### src/rtl/vga_sprite_renderer.sv
// vga_sprite_renderer: parametrised VGA raster/sync generator with a
// NUM_SPRITES square-sprite compositor over a background colour.
// Sprite state is shadowed once per frame, so a frame never tears.
// Optional feature macro: VGA_GRID_OVERLAY_EN (all-ones grid lines every
// GRID_SIZE pixels, drawn above the background and below every sprite).

// Per-sprite hit test. Sums are 11 bits wide so that sprites near the right or
// bottom edge clip instead of wrapping around to column/row 0.
module vga_sprite_hit #(
  parameter int SPRITE_SIZE = 32
) (
  input  logic [9:0] h,
  input  logic [9:0] v,
  input  logic [9:0] sx,
  input  logic [9:0] sy,
  input  logic       en,
  output logic       hit
);
  localparam logic [10:0] SZ = 11'(SPRITE_SIZE);

  logic [10:0] x_end, y_end;

  assign x_end = {1'b0, sx} + SZ;
  assign y_end = {1'b0, sy} + SZ;
  assign hit   = en && (h >= sx) && ({1'b0, h} < x_end)
                    && (v >= sy) && ({1'b0, v} < y_end);
endmodule

module vga_sprite_renderer #(
  parameter int H_DISPLAY   = 640,
  parameter int H_FP        = 16,
  parameter int H_SYNC      = 96,
  parameter int H_BP        = 48,
  parameter int V_DISPLAY   = 480,
  parameter int V_FP        = 10,
  parameter int V_SYNC      = 2,
  parameter int V_BP        = 33,
  parameter bit SYNC_POL    = 1'b0,
  parameter int NUM_SPRITES = 4,
  parameter int SPRITE_SIZE = 32,
  parameter int COLOR_W     = 3,
  parameter int GRID_SIZE   = 32
) (
  input  logic                               clk,
  input  logic                               rst_n,
  input  logic [10*NUM_SPRITES-1:0]          sprite_x,
  input  logic [10*NUM_SPRITES-1:0]          sprite_y,
  input  logic [NUM_SPRITES-1:0]             sprite_en,
  input  logic [3*COLOR_W*NUM_SPRITES-1:0]   sprite_rgb,
  input  logic [3*COLOR_W-1:0]               bg_rgb,
  output logic [COLOR_W-1:0]                 red,
  output logic [COLOR_W-1:0]                 green,
  output logic [COLOR_W-1:0]                 blue,
  output logic                               hsync,
  output logic                               vsync,
  output logic                               active,
  output logic [9:0]                         pixel_x,
  output logic [9:0]                         pixel_y,
  output logic                               frame_start
);
  localparam int RGB_W = 3 * COLOR_W;

  localparam logic [9:0] H_VIS  = 10'(H_DISPLAY);
  localparam logic [9:0] H_SS   = 10'(H_DISPLAY + H_FP);
  localparam logic [9:0] H_SE   = 10'(H_DISPLAY + H_FP + H_SYNC);
  localparam logic [9:0] H_LAST = 10'(H_DISPLAY + H_FP + H_SYNC + H_BP - 1);
  localparam logic [9:0] V_VIS  = 10'(V_DISPLAY);
  localparam logic [9:0] V_SS   = 10'(V_DISPLAY + V_FP);
  localparam logic [9:0] V_SE   = 10'(V_DISPLAY + V_FP + V_SYNC);
  localparam logic [9:0] V_LAST = 10'(V_DISPLAY + V_FP + V_SYNC + V_BP - 1);

  logic [9:0] h, v;
  logic       frame_end;
  logic       started;

  // shadow copies of the sprite inputs, one lane per sprite
  logic [NUM_SPRITES-1:0][9:0]       sx_q, sy_q;
  logic [NUM_SPRITES-1:0]            en_q;
  logic [NUM_SPRITES-1:0][RGB_W-1:0] rgb_q;
  logic [NUM_SPRITES-1:0]            hit;

  logic             vis, hs_act, vs_act;
  logic [RGB_W-1:0] rgb_d;

  assign frame_end = (h == H_LAST) && (v == V_LAST);
  assign vis       = (h < H_VIS) && (v < V_VIS);
  assign hs_act    = (h >= H_SS) && (h < H_SE);
  assign vs_act    = (v >= V_SS) && (v < V_SE);

  // raster counters: h wraps every line, v advances on each h wrap
  always_ff @(posedge clk or negedge rst_n) begin
    if (!rst_n) begin
      h <= '0;
      v <= '0;
    end else if (h == H_LAST) begin
      h <= '0;
      v <= (v == V_LAST) ? '0 : v + 10'd1;
    end else begin
      h <= h + 10'd1;
    end
  end

  // latch sprite state at the last pixel of each frame; started gates the
  // very first frame_start so it is not raised on the post-reset frame
  always_ff @(posedge clk or negedge rst_n) begin
    if (!rst_n) begin
      sx_q    <= '0;
      sy_q    <= '0;
      en_q    <= '0;
      rgb_q   <= '0;
      started <= 1'b0;
    end else if (frame_end) begin
      sx_q    <= sprite_x;
      sy_q    <= sprite_y;
      en_q    <= sprite_en;
      rgb_q   <= sprite_rgb;
      started <= 1'b1;
    end
  end

  for (genvar i = 0; i < NUM_SPRITES; i++) begin : g_lane
    vga_sprite_hit #(.SPRITE_SIZE(SPRITE_SIZE)) u_hit (
      .h   (h),
      .v   (v),
      .sx  (sx_q[i]),
      .sy  (sy_q[i]),
      .en  (en_q[i]),
      .hit (hit[i])
    );
  end

`ifdef VGA_GRID_OVERLAY_EN
  localparam logic [9:0] G_MASK = 10'(GRID_SIZE - 1);
  logic on_grid;
  assign on_grid = ((h & G_MASK) == '0) || ((v & G_MASK) == '0);
`endif

  // compositor: blank -> 0, else bg, grid, then lowest-index sprite on top
  always_comb begin
    rgb_d = '0;
    if (vis) begin
      rgb_d = bg_rgb;
`ifdef VGA_GRID_OVERLAY_EN
      if (on_grid) rgb_d = '1;
`endif
      for (int i = NUM_SPRITES - 1; i >= 0; i--)
        if (hit[i]) rgb_d = rgb_q[i];
    end
  end

  // single output stage: every output reflects the previous counter state
  always_ff @(posedge clk or negedge rst_n) begin
    if (!rst_n) begin
      {red, green, blue} <= '0;
      hsync       <= ~SYNC_POL;
      vsync       <= ~SYNC_POL;
      active      <= 1'b0;
      pixel_x     <= '0;
      pixel_y     <= '0;
      frame_start <= 1'b0;
    end else begin
      {red, green, blue} <= rgb_d;
      hsync       <= hs_act ? SYNC_POL : ~SYNC_POL;
      vsync       <= vs_act ? SYNC_POL : ~SYNC_POL;
      active      <= vis;
      pixel_x     <= h;
      pixel_y     <= v;
      frame_start <= started && (h == '0) && (v == '0);
    end
  end
endmodule
### config.mk
export PLATFORM = sky130hd
export DESIGN_NAME = vga_sprite_renderer
export DESIGN_NICKNAME = d
export VERILOG_FILES = /design/src/rtl/vga_sprite_renderer.sv
export SDC_FILE = /design/constraint.sdc
export NUM_CORES = 1
export LEC_CHECK = 0
export BUFFER_PORTS_ARGS = -buffer_cell sky130_fd_sc_hd__clkbuf_2
export CAP_MARGIN = 20
export CORE_MARGIN = 2
export CORE_UTILIZATION = 50
export DETAILED_ROUTE_END_ITERATION = 6
export PLACE_DENSITY = 0.72
export REMOVE_ABC_BUFFERS = 1
export SYNTH_ARGS = -nofsm -noshare
export SYNTH_HDL_FRONTEND = slang
export SYNTH_SLANG_ARGS = --single-unit
### constraint.sdc
create_clock -name clk -period 3.09 [get_ports clk]
set_input_delay 0 -clock clk [delete_from_list [all_inputs] [get_ports clk]]
set_output_delay 0 -clock clk [all_outputs]
set_load 0.01 [all_outputs]
==> flow_summary.ini, run 1 <==
[placement]
io_buffers = 163
dp_hpwl_mm = 17.9
gp_congestion = 0.882
placed_cells = 1427
post_dp_cell_area_um2 = 11500
pre_cts_ws_ns = 0.0279

[timing]
fmax_mhz = 334
hold_slack_ns = 0.140
finalCritPeriodShare_pct = 96.9
worstMarginPinSlew_ns = 0.618
finalSetupViolCount = 0
slew_headroom_pct = 58.8
skew_ns = 0.0106
drv_slew = 0
min_period_ns = 3.00
setup_ws_ns = 0.0950
finalHoldViolations = 0
rsz0062_at_grt = no

[synth]
netlist_instances = 988
ys_types = 69
yosys_register_bits = 174
synth-seq-area-share_pct = 42.9
synth_edf_count = 0
synth_flop_cell = dfrtp_1
syn_area_um2 = 10100
synth.avg_cell_area_um2 = 10.3
yosys_warnings = 0
synthArstFlopShare_pct = 100

[route]
totalWireLength_mm = 26.4
wl_per_cell_um = 16.6
route.detailed.drc = 0
dr.pass1.iters = 6
ant_nets = 0
via_per_inst = 5.33
via_count = 8494
drtIter0Drc = 431

[worst_setup_path]
crit_fanout = 9
crit_chain = inv_1 > nor3_2 > xnor2_1 > ha_1 > a21o_1 > a21oi_1 > nand3_1 > and3_1 > nor4_4 > buf_4 > nor3b_4 > buf_12 > a22oi_1 > o21ai_1
cp.arrival_ns = 3.30
endpoint_kind = register
path_class = reg2reg
cp_top_family = simple AND/OR/NAND/NOR gates
crit_slowest_cell = dfrtp_1
critPathMaxStageDelay_ns = 0.40
rr_worst_depth = 14
worst-path-stages = 14
crit_path_start_kind = register
cp.required_ns = 3.40
path_buf_inv = 3

[die]
die_h_um = 146
start_util_pct = 50.5
core_area_um2 = 20100
row_count = 52
die-area_um2 = 21500
die_w_um = 146
ioPinCount = 164

[grt]
antenna_found_initial = 1
grt_max_degree = 78
first_global_vias = 8886
grt_pass1_wl_mm = 43.4
grt_usage_pct = 25.2
gr-total-overflow = 0

[clock_network]
worstSkewPairLatency_ns = 0.44
clock-sinks = 174
clk_pin_slew_ns = 0.07
cts_tree = yes
cts_buffer_depth = 2
cts_made_buffers = 17
h-tree-depth = 4
root_buffer = clkbuf_16

[pwr]
ir_worst_vdd_mv = 0.381
leakage_nw = 6.98
power_density_nw_per_um2 = 353

[run]
drv_cap = 0

[final_layout]
stdcell_area_um2 = 13400
final_cell_count_no_fill = 1593
fin_nets = 1572
area_delta_synth_final_pct = 32.4
drive_gt1_share_pct = 22.7

[run_status]
status = completed

[hold_path]
hold_path_class = in2async
## cell usage after synthesis, drive strengths merged, types with 3 or more instances
cell type	instances	area share [%]
nand2	106	3.9
clkbuf	9	0.35
inv	88	3.3
nor3b	3	0.27
mux2	57	6.7
o21a	6	0.44
o211ai	11	0.81
nor2	22	0.81
a21oi	30	1.5
or4	3	0.22
dfrtp	172	42
xnor2	28	2.4
buf	17	1.2
or3	3	0.18
nor3	18	0.94
nor4	5	0.37
ha	132	16
nand4	5	0.31
nor2b	11	0.68
nand3	28	1.4
and3	7	0.43
o22ai	3	0.18
a211oi	7	0.52
o21bai	3	0.22
mux2i	9	0.89
nand3b	3	0.22
a2111oi	7	0.85
nor4b	3	0.26
a31oi	3	0.18
a22oi	10	0.74
xor2	7	0.60
o2111ai	3	0.26
nand2b	10	0.62
a21o	14	1.0
o21ai	116	5.7
## logic make-up (layout without fill, tap and decap cells)
family | Yosys count | after routing | share of synthesized area [%]
XOR/XNOR | 35 | 35 | 3.02
AND/OR/NAND/NOR | 235 | 235 | 11.2
flip-flops | 174 | 174 | 42.9
multiplexers | 66 | 66 | 7.55
AO/OA/AOI/OAI | 232 | 232 | 14.2
buffers and inverters | 114 | 448 | 4.78
other | 0 | 1 | 0
adder cells (fa/ha/maj) | 132 | 132 | 16.3
## timing repair
action,4_1_cts,5_1_grt
hold buffers,130,0
endpoints found under the setup margin,0,9
gates resized for setup,0,10
endpoints found under the hold margin,194,0
buffers inserted,0,3
## sequential cells by signal, summed over array words and instances, names as in the netlist, 3 cells and up
name and cells:
rgb_q 36, blue 3, green 3, pixel_x 10
en_q 4, sx_q 40, sy_q 40, pixel_y 10
v 10, red 3, h 10
## layout make-up
cell class / count / area, um^2
tap: 270 / 338
inverter: 88 / 330
multi-input combinational: 700 / 5360
antenna: 1 / 2.50
fill: 1490 / 6670
timing repair buffer: 328 / 2460
clock buffer: 17 / 425
clock inverter: 15 / 166
sequential: 174 / 4360
## per-stage QoR
step	total power, mW	TNS, ns	util [%]
after floorplan	2.35	-501.30	-
after global placement	2.49	0	57.0
after detailed placement	2.49	0	57.0
after CTS	4.75	0	66.5
after global routing	4.90	0	66.8
final	4.74	0	66.8
## routing by layer
metal | GRT usage (%) | wire (um) | up-vias
met1 | 32.7 | 12000 | 4026
li1 | - | - | 4156
met3 | 4.44 | 1060 | 67
met4 | 10.8 | 795 | 0
met2 | 41.9 | 12600 | 245
met5 | 0 | 0 | -
## cells in the final DEF (no fill, tap or decap), types with 4 or more instances in the layout
master         count
inv_8              6
mux2_4             9
and3_1             7
nor2b_1           11
buf_12             6
clkbuf_16         17
mux2i_1            8
dfrtp_1          171
clkbuf_2         162
nand3_1           28
mux2_1             4
nor4_1             4
nand2b_1          10
mux2_2            44
buf_4             29
xor2_1             7
nand4_1            5
a2111oi_0          5
o21ai_0           98
inv_1             88
a21oi_1           29
nor2_1            22
nand2_1          106
nor3_1            16
a211oi_1           7
dlygate4sd3_1    130
a22oi_1           10
a21o_1            14
o211ai_1          11
o21ai_1           18
xnor2_1           28
o21a_1             6
ha_1             131
## power breakdown
group          switching, mW  total, mW  internal, mW
Sequential           0.00224       2.28          2.28
Clock                   1.07       2.16          1.09
Combinational          0.110      0.295         0.184
## final timing paths
check                                     from                    to  slack [ns]
hold / removal                           rst_n   sy_q[8]$_DFFE_PN0P_        0.14
setup / recovery           sy_q[7]$_DFFE_PN0P_     blue[1]$_DFF_PN0_        0.09
setup reg to reg           sy_q[7]$_DFFE_PN0P_     blue[1]$_DFF_PN0_        0.09
hold reg to reg            started$_DFFE_PN0P_   started$_DFFE_PN0P_        0.47
min in group clk                  sprite_y[26]  sy_q[26]$_DFFE_PN0P_        0.31
max in group asynchronous                rst_n  sy_q[35]$_DFFE_PN0P_        2.02
Note: power is estimated with default switching activity, not from simulation.
==> run 2, diff against run 1 <==
--- a/config.mk
+++ b/config.mk
@@ -11,7 +11,6 @@
 export CORE_UTILIZATION = 50
 export DETAILED_ROUTE_END_ITERATION = 6
 export PLACE_DENSITY = 0.72
-export REMOVE_ABC_BUFFERS = 1
 export SYNTH_ARGS = -nofsm -noshare
 export SYNTH_HDL_FRONTEND = slang
 export SYNTH_SLANG_ARGS = --single-unit
==> run 2 against run 1 <==
  * Global-route usage increased by 0.69 points
  * Total power increased by 1.1%
  * Clock skew decreased by 0.0013 ns
  * Clock power increased by 2%
  * Hold slack got worse by 0.089 ns
  * Final area decreased by 0.48%
  * Non-clock buffer count decreased by 6
  * Sequential power about the same
  * Critical endpoint is now green[2]$_DFF_PN0_
  * Largest cell class unchanged
  * Highest routed layer unchanged
==> flow_summary.ini, run 2 (synthesis results as in run 1) <==
[run_status]
status = completed

[final_layout]
layout_commonest_cell = dfrtp_1
reg_top3 = sx_q: 40 flops, sy_q: 40 flops, rgb_q: 36 flops
antenna_cells = 0
fin_util_pct = 66.5
fin_nets = 1566
area_delta_synth_final_pct = 31.8
final_cell_count_no_fill = 1586
fillers = 1553
drive_gt1_share_pct = 22.0
final_cell_mix = dfrtp_1, clkbuf_2, ha_1
stdcell_area_um2 = 13400

[timing]
finalCritPeriodShare_pct = 95.3
finalHoldViolations = 0
skew_ns = 0.00928
finalSetupViolCount = 0
min_period_ns = 2.95
drv_slew = 0
slew_headroom_pct = 50.7
fmax_mhz = 339
worstMarginPinSlew_ns = 0.739

[clock_network]
clock-sinks = 174
worstSkewPairLatency_ns = 0.43
cts_tree = yes
postCtsSetupBuffers = 0
clk_pin_slew_ns = 0.07
h-tree-depth = 4
cts_buffer_depth = 2
cts_made_buffers = 17
root_buffer = clkbuf_16

[die]
die_w_um = 146
die_h_um = 146
ioPinCount = 164
row_count = 52
die-area_um2 = 21500
start_util_pct = 50.5
core_area_um2 = 20100

[pwr]
ir_worst_vdd_mv = 0.337
leakage_nw = 6.94
power_density_nw_per_um2 = 358

[worst_setup_path]
crit_fanout = 9
endpoint_kind = register
path_class = reg2reg
cp.arrival_ns = 3.26
cp.required_ns = 3.40
crit_path_start_kind = register

[grt]
antenna_found_initial = 0
grt_max_degree = 80
grt_pass1_wl_mm = 44.2
grt_usage_pct = 25.9
first_global_vias = 8902
gr-total-overflow = 0

[route]
drtIter0Drc = 378
totalWireLength_mm = 26.8
dr.pass1.iters = 5
via_per_inst = 5.36
wl_per_cell_um = 16.9
route.detailed.drc = 0
via_count = 8502
ant_nets = 0

[placement]
gp_congestion = 0.866
placed_cells = 1425
dp_hpwl_mm = 18.4
io_buffers = 163
post_dp_cell_area_um2 = 11500

[hold_path]
hold_path_class = in2reg

[run]
drv_cap = 0

[synth]
syn_nets = 1251
run 2: changes by cell type in the layout (fill, tap and decap cells not counted), moves of 2 or more:
cell	previous run	this run
buf_4	29	25
bufinv_16	0	2
clkinv_8	3	1
inv_8	6	3
run 2: worst paths after layout:
kind	start	to	slack, ns	cells after the start
hold / removal	bg_rgb[4]	green[1]$_DFF_PN0_	0.05	4
min in group asynchronous	rst_n	pixel_y[7]$_DFF_PN0_	0.17	2
hold reg to reg	h[0]$_DFF_PN0_	pixel_x[0]$_DFF_PN0_	0.47	0
max in group asynchronous	rst_n	hsync$_DFF_PN1_	2.06	3
setup reg to reg	sy_q[35]$_DFFE_PN0P_	green[2]$_DFF_PN0_	0.14	12
setup / recovery	sy_q[35]$_DFFE_PN0P_	green[2]$_DFF_PN0_	0.14	12
run 2: layer usage:
layer / track usage (%) / share of wire [%] / wire length [um] / up-vias
met4: 7.14 / 1.6 / 440 / 0
li1: - / - / - / 4143
met2: 46.8 / 52 / 14000 / 215
met3: 4.88 / 3.9 / 1040 / 40
met5: 0 / 0 / 0 / -
met1: 31.8 / 42 / 11400 / 4104
run 2: what timing repair did:
item	in CTS	in global routing
hold buffers	129	0
gates resized for setup	0	4
endpoints found under the hold margin	198	0
setup endpoints to repair	0	9
run 2: final cells by class:
cell class                 instances  area [um^2]  area share, %
multi-input combinational        700         5340           39.9
sequential                       174         4360           32.6
timing repair buffer             322         2400           18.0
clock buffer                      17          425           3.18
tap                              270          338           2.53
inverter                          88          330           2.47
clock inverter                    15          181           1.36
run 2: through the flow:
step / hold slack (ns) / total power, mW / TNS (ns) / setup WS (ns)
2_1_floorplan: -0.296 / 2.35 / 0 / 0.412
3_3_place_gp: 0.0899 / 2.49 / 0 / 0.245
3_5_place_dp: 0.0881 / 2.49 / 0 / 0.149
4_1_cts: 0.0129 / 4.83 / 0 / 0.153
5_1_grt: 0.0407 / 4.98 / -0.000195 / -0.000195
6_report: 0.0501 / 4.79 / 0 / 0.144
run 2: worst max-delay path, stage by stage, from the launching register on:
cell and delay [ns]:
dfrtp_1 0.42, ha_1 0.24, xnor2_1 0.13, ha_1 0.29, a21o_1 0.18, a21oi_1 0.18, o22ai_1 0.08, or3_1 0.31
and4bb_1 0.30, buf_12 0.15, mux2_4 0.30, mux2i_1 0.14, o21ai_1 0.08
run 2: where the power goes:
| group | internal, mW | switching [mW] |
|---|---|---|
| clock network | 1.22 | 0.987 |
| logic | 0.185 | 0.115 |
| registers | 2.28 | 0.00248 |
| total | 3.69 | 1.10 |
==> run 3, diff against run 2 <==
--- a/config.mk
+++ b/config.mk
@@ -7,10 +7,12 @@
 export LEC_CHECK = 0
 export BUFFER_PORTS_ARGS = -buffer_cell sky130_fd_sc_hd__clkbuf_2
 export CAP_MARGIN = 20
+export CELL_PAD_IN_SITES_DETAIL_PLACEMENT = 1
+export CELL_PAD_IN_SITES_GLOBAL_PLACEMENT = 2
 export CORE_MARGIN = 2
-export CORE_UTILIZATION = 50
+export CORE_UTILIZATION = 37
 export DETAILED_ROUTE_END_ITERATION = 6
-export PLACE_DENSITY = 0.72
+export PLACE_DENSITY_LB_ADDON = 0.1
 export SYNTH_ARGS = -nofsm -noshare
 export SYNTH_HDL_FRONTEND = slang
 export SYNTH_SLANG_ARGS = --single-unit
==> run 3 against run 2 <==
  * The run now ends with hold timing left
  * First-iteration DRC count increased by 4.2%
  * Utilization decreased by 16 points
  * Routed wire length increased by 8.4%
  * Sequential power about the same
  * Clock-buffer cell count unchanged
  * Critical path type unchanged
  * Critical endpoint is now blue[2]$_DFF_PN0_
  * Largest cell class unchanged
==> flow_summary.ini, run 3 (synthesis results as in run 1) <==
[timing]
hold_slack_ns = -0.00137
min_period_ns = 2.97
finalCritPeriodShare_pct = 96.0
finalHoldViolations = 1
tns_ns = 0
drv_slew = 0
setup_ws_ns = 0.123
slew_headroom_pct = 53.0
worstMarginPinSlew_ns = 0.706
rsz0062_at_grt = no
finalSetupViolCount = 0
skew_ns = 0.0172
fmax_mhz = 337

[grt]
first_global_vias = 9229
grt_max_degree = 74
grt_pass1_wl_mm = 48.0
antenna_found_initial = 0
grt_usage_pct = 21.2
gr-total-overflow = 0

[worst_setup_path]
crit_path_start_kind = register
crit_fanout = 5
crit_start = sy_q[35]$_DFFE_PN0P_
endpoint_kind = register
r2r_slack_ns = 0.12
r2r_end = blue[2]$_DFF_PN0_
r2r_start = sy_q[35]$_DFFE_PN0P_
cp.arrival_ns = 3.29
rr_worst_depth = 12
path_class = reg2reg
cp.required_ns = 3.41

[route]
route.detailed.drc = 0
dr.pass1.iters = 5
totalWireLength_mm = 29.1
wl_per_cell_um = 17.4
via_per_inst = 5.10
via_count = 8490
ant_nets = 0
drtIter0Drc = 394

[hold_path]
min_from = bg_rgb[3]
whs_path_depth = 4
hold_path_end = green[0]$_DFF_PN0_
hold_path_class = in2reg

[synth]
syn_nets = 1251

[pwr]
p_switching_mw = 1.16
sequentialPowerShare_pct = 47.8
sw_frac_of_total_pct = 24.3
power_density_nw_per_um2 = 352
ir_worst_vdd_mv = 0.358
p_int_mw = 3.62
p_clk_share_pct = 46.1
combPwrFrac_pct = 6.1
leakage_nw = 7.00

[final_layout]
layout_commonest_cell = dfrtp_1
fillers = 3018
fin_nets = 1575
stdcell_area_um2 = 13600
drive_gt1_share_pct = 23.1
seq_area_um2 = 4360
area_delta_synth_final_pct = 33.7
fin_util_pct = 50.4
reg_top3 = sx_q: 40 flops, sy_q: 40 flops, rgb_q: 36 flops
final_cell_mix = dfrtp_1, clkbuf_2, ha_1
multi_input_area_um2 = 5360
antenna_cells = 0

[clock_network]
cts_made_buffers = 17
clock-sinks = 174
worstSkewPairLatency_ns = 0.44
cts_buffer_depth = 2
h-tree-depth = 4
cts_tree = yes
root_buffer = clkbuf_16
clk_pin_slew_ns = 0.08

[die]
core_area_um2 = 27000
start_util_pct = 37.7
die_w_um = 170
ioPinCount = 164
die_h_um = 170
row_count = 60
die-area_um2 = 28800

[placement]
pre_cts_ws_ns = 0.0262
dp_hpwl_mm = 21.3
io_buffers = 163
post_dp_cell_area_um2 = 11600
gp_congestion = 0.803

[run_status]
violations = hold timing
status = complete, but fails checks

[run]
drv_cap = 0
## run 3: changes by cell type in the layout (fill, tap and decap cells not counted), moves of 2 or more
cell | before | now
buf_12 | 5 | 7
mux2i_1 | 9 | 7
dlygate4sd3_1 | 129 | 127
buf_4 | 25 | 33
inv_6 | 2 | 4
## run 3: power groups by stage
stage | sequential (mW) | clock (mW) | combinational [mW]
4_1_cts | 2.28 | 2.27 | 0.291
6_report | 2.28 | 2.20 | 0.292
3_3_place_gp | 2.33 | 0 | 0.163
5_1_grt | 2.28 | 2.36 | 0.322
2_1_floorplan | 2.33 | 0 | 0.0156
3_5_place_dp | 2.33 | 0 | 0.164
## run 3: final cells by class
class	instances	area share [%]
Timing Repair Buffer	331	18.5
Tap cell	341	3.14
Clock inverter	15	1.24
Sequential cell	174	32.1
Inverter	88	2.43
Multi-Input combinational cell	700	39.5
Clock buffer	17	3.13
## run 3: layer usage
layer	global-route usage [%]	routed length (um)
met1	26.4	13100
met2	38.5	14900
met3	2.73	670
met5	0	0
met4	5.80	404
## run 3: how the worst max path moves through the flow
stage	slack, ns	depth (start not counted)	endpoint
3_3_place_gp	0.08	12	green[0]$_DFF_PN0_
2_1_floorplan	0.41	12	blue[0]$_DFF_PN0_
4_1_cts	0.02	12	green[0]$_DFF_PN0_
3_5_place_dp	0.03	12	green[0]$_DFF_PN0_
5_1_grt	0.003	12	blue[2]$_DFF_PN0_
6_report	0.12	12	blue[2]$_DFF_PN0_
## run 3: repair_timing
action / CTS / global route
endpoints found under the setup margin: 1 / 9
setup buffers: 0 / 1
endpoints found under the hold margin: 196 / 0
pin swaps: 1 / 1
gates cloned: 0 / 1
hold buffers: 127 / 0
resized for setup: 2 / 8
## run 3: per-stage QoR
stage / std cells / total power [mW]
after floorplan: 988 / 2.35
after global placement: 1505 / 2.49
after CTS: 1664 / 4.85
after global routing: 1666 / 4.97
after detailed placement: 1505 / 2.49
final: 1666 / 4.78
## run 3: critical path: stages, from the launching register on
cell and delay (ns):
dfrtp_1 0.42, ha_2 0.22, xnor2_1 0.13, ha_1 0.30, a21o_1 0.20, a21oi_2 0.15, o22ai_1 0.07, or3_1 0.30
and4bb_4 0.36, buf_12 0.14, mux2_4 0.30, mux2i_2 0.21, o21ai_1 0.08
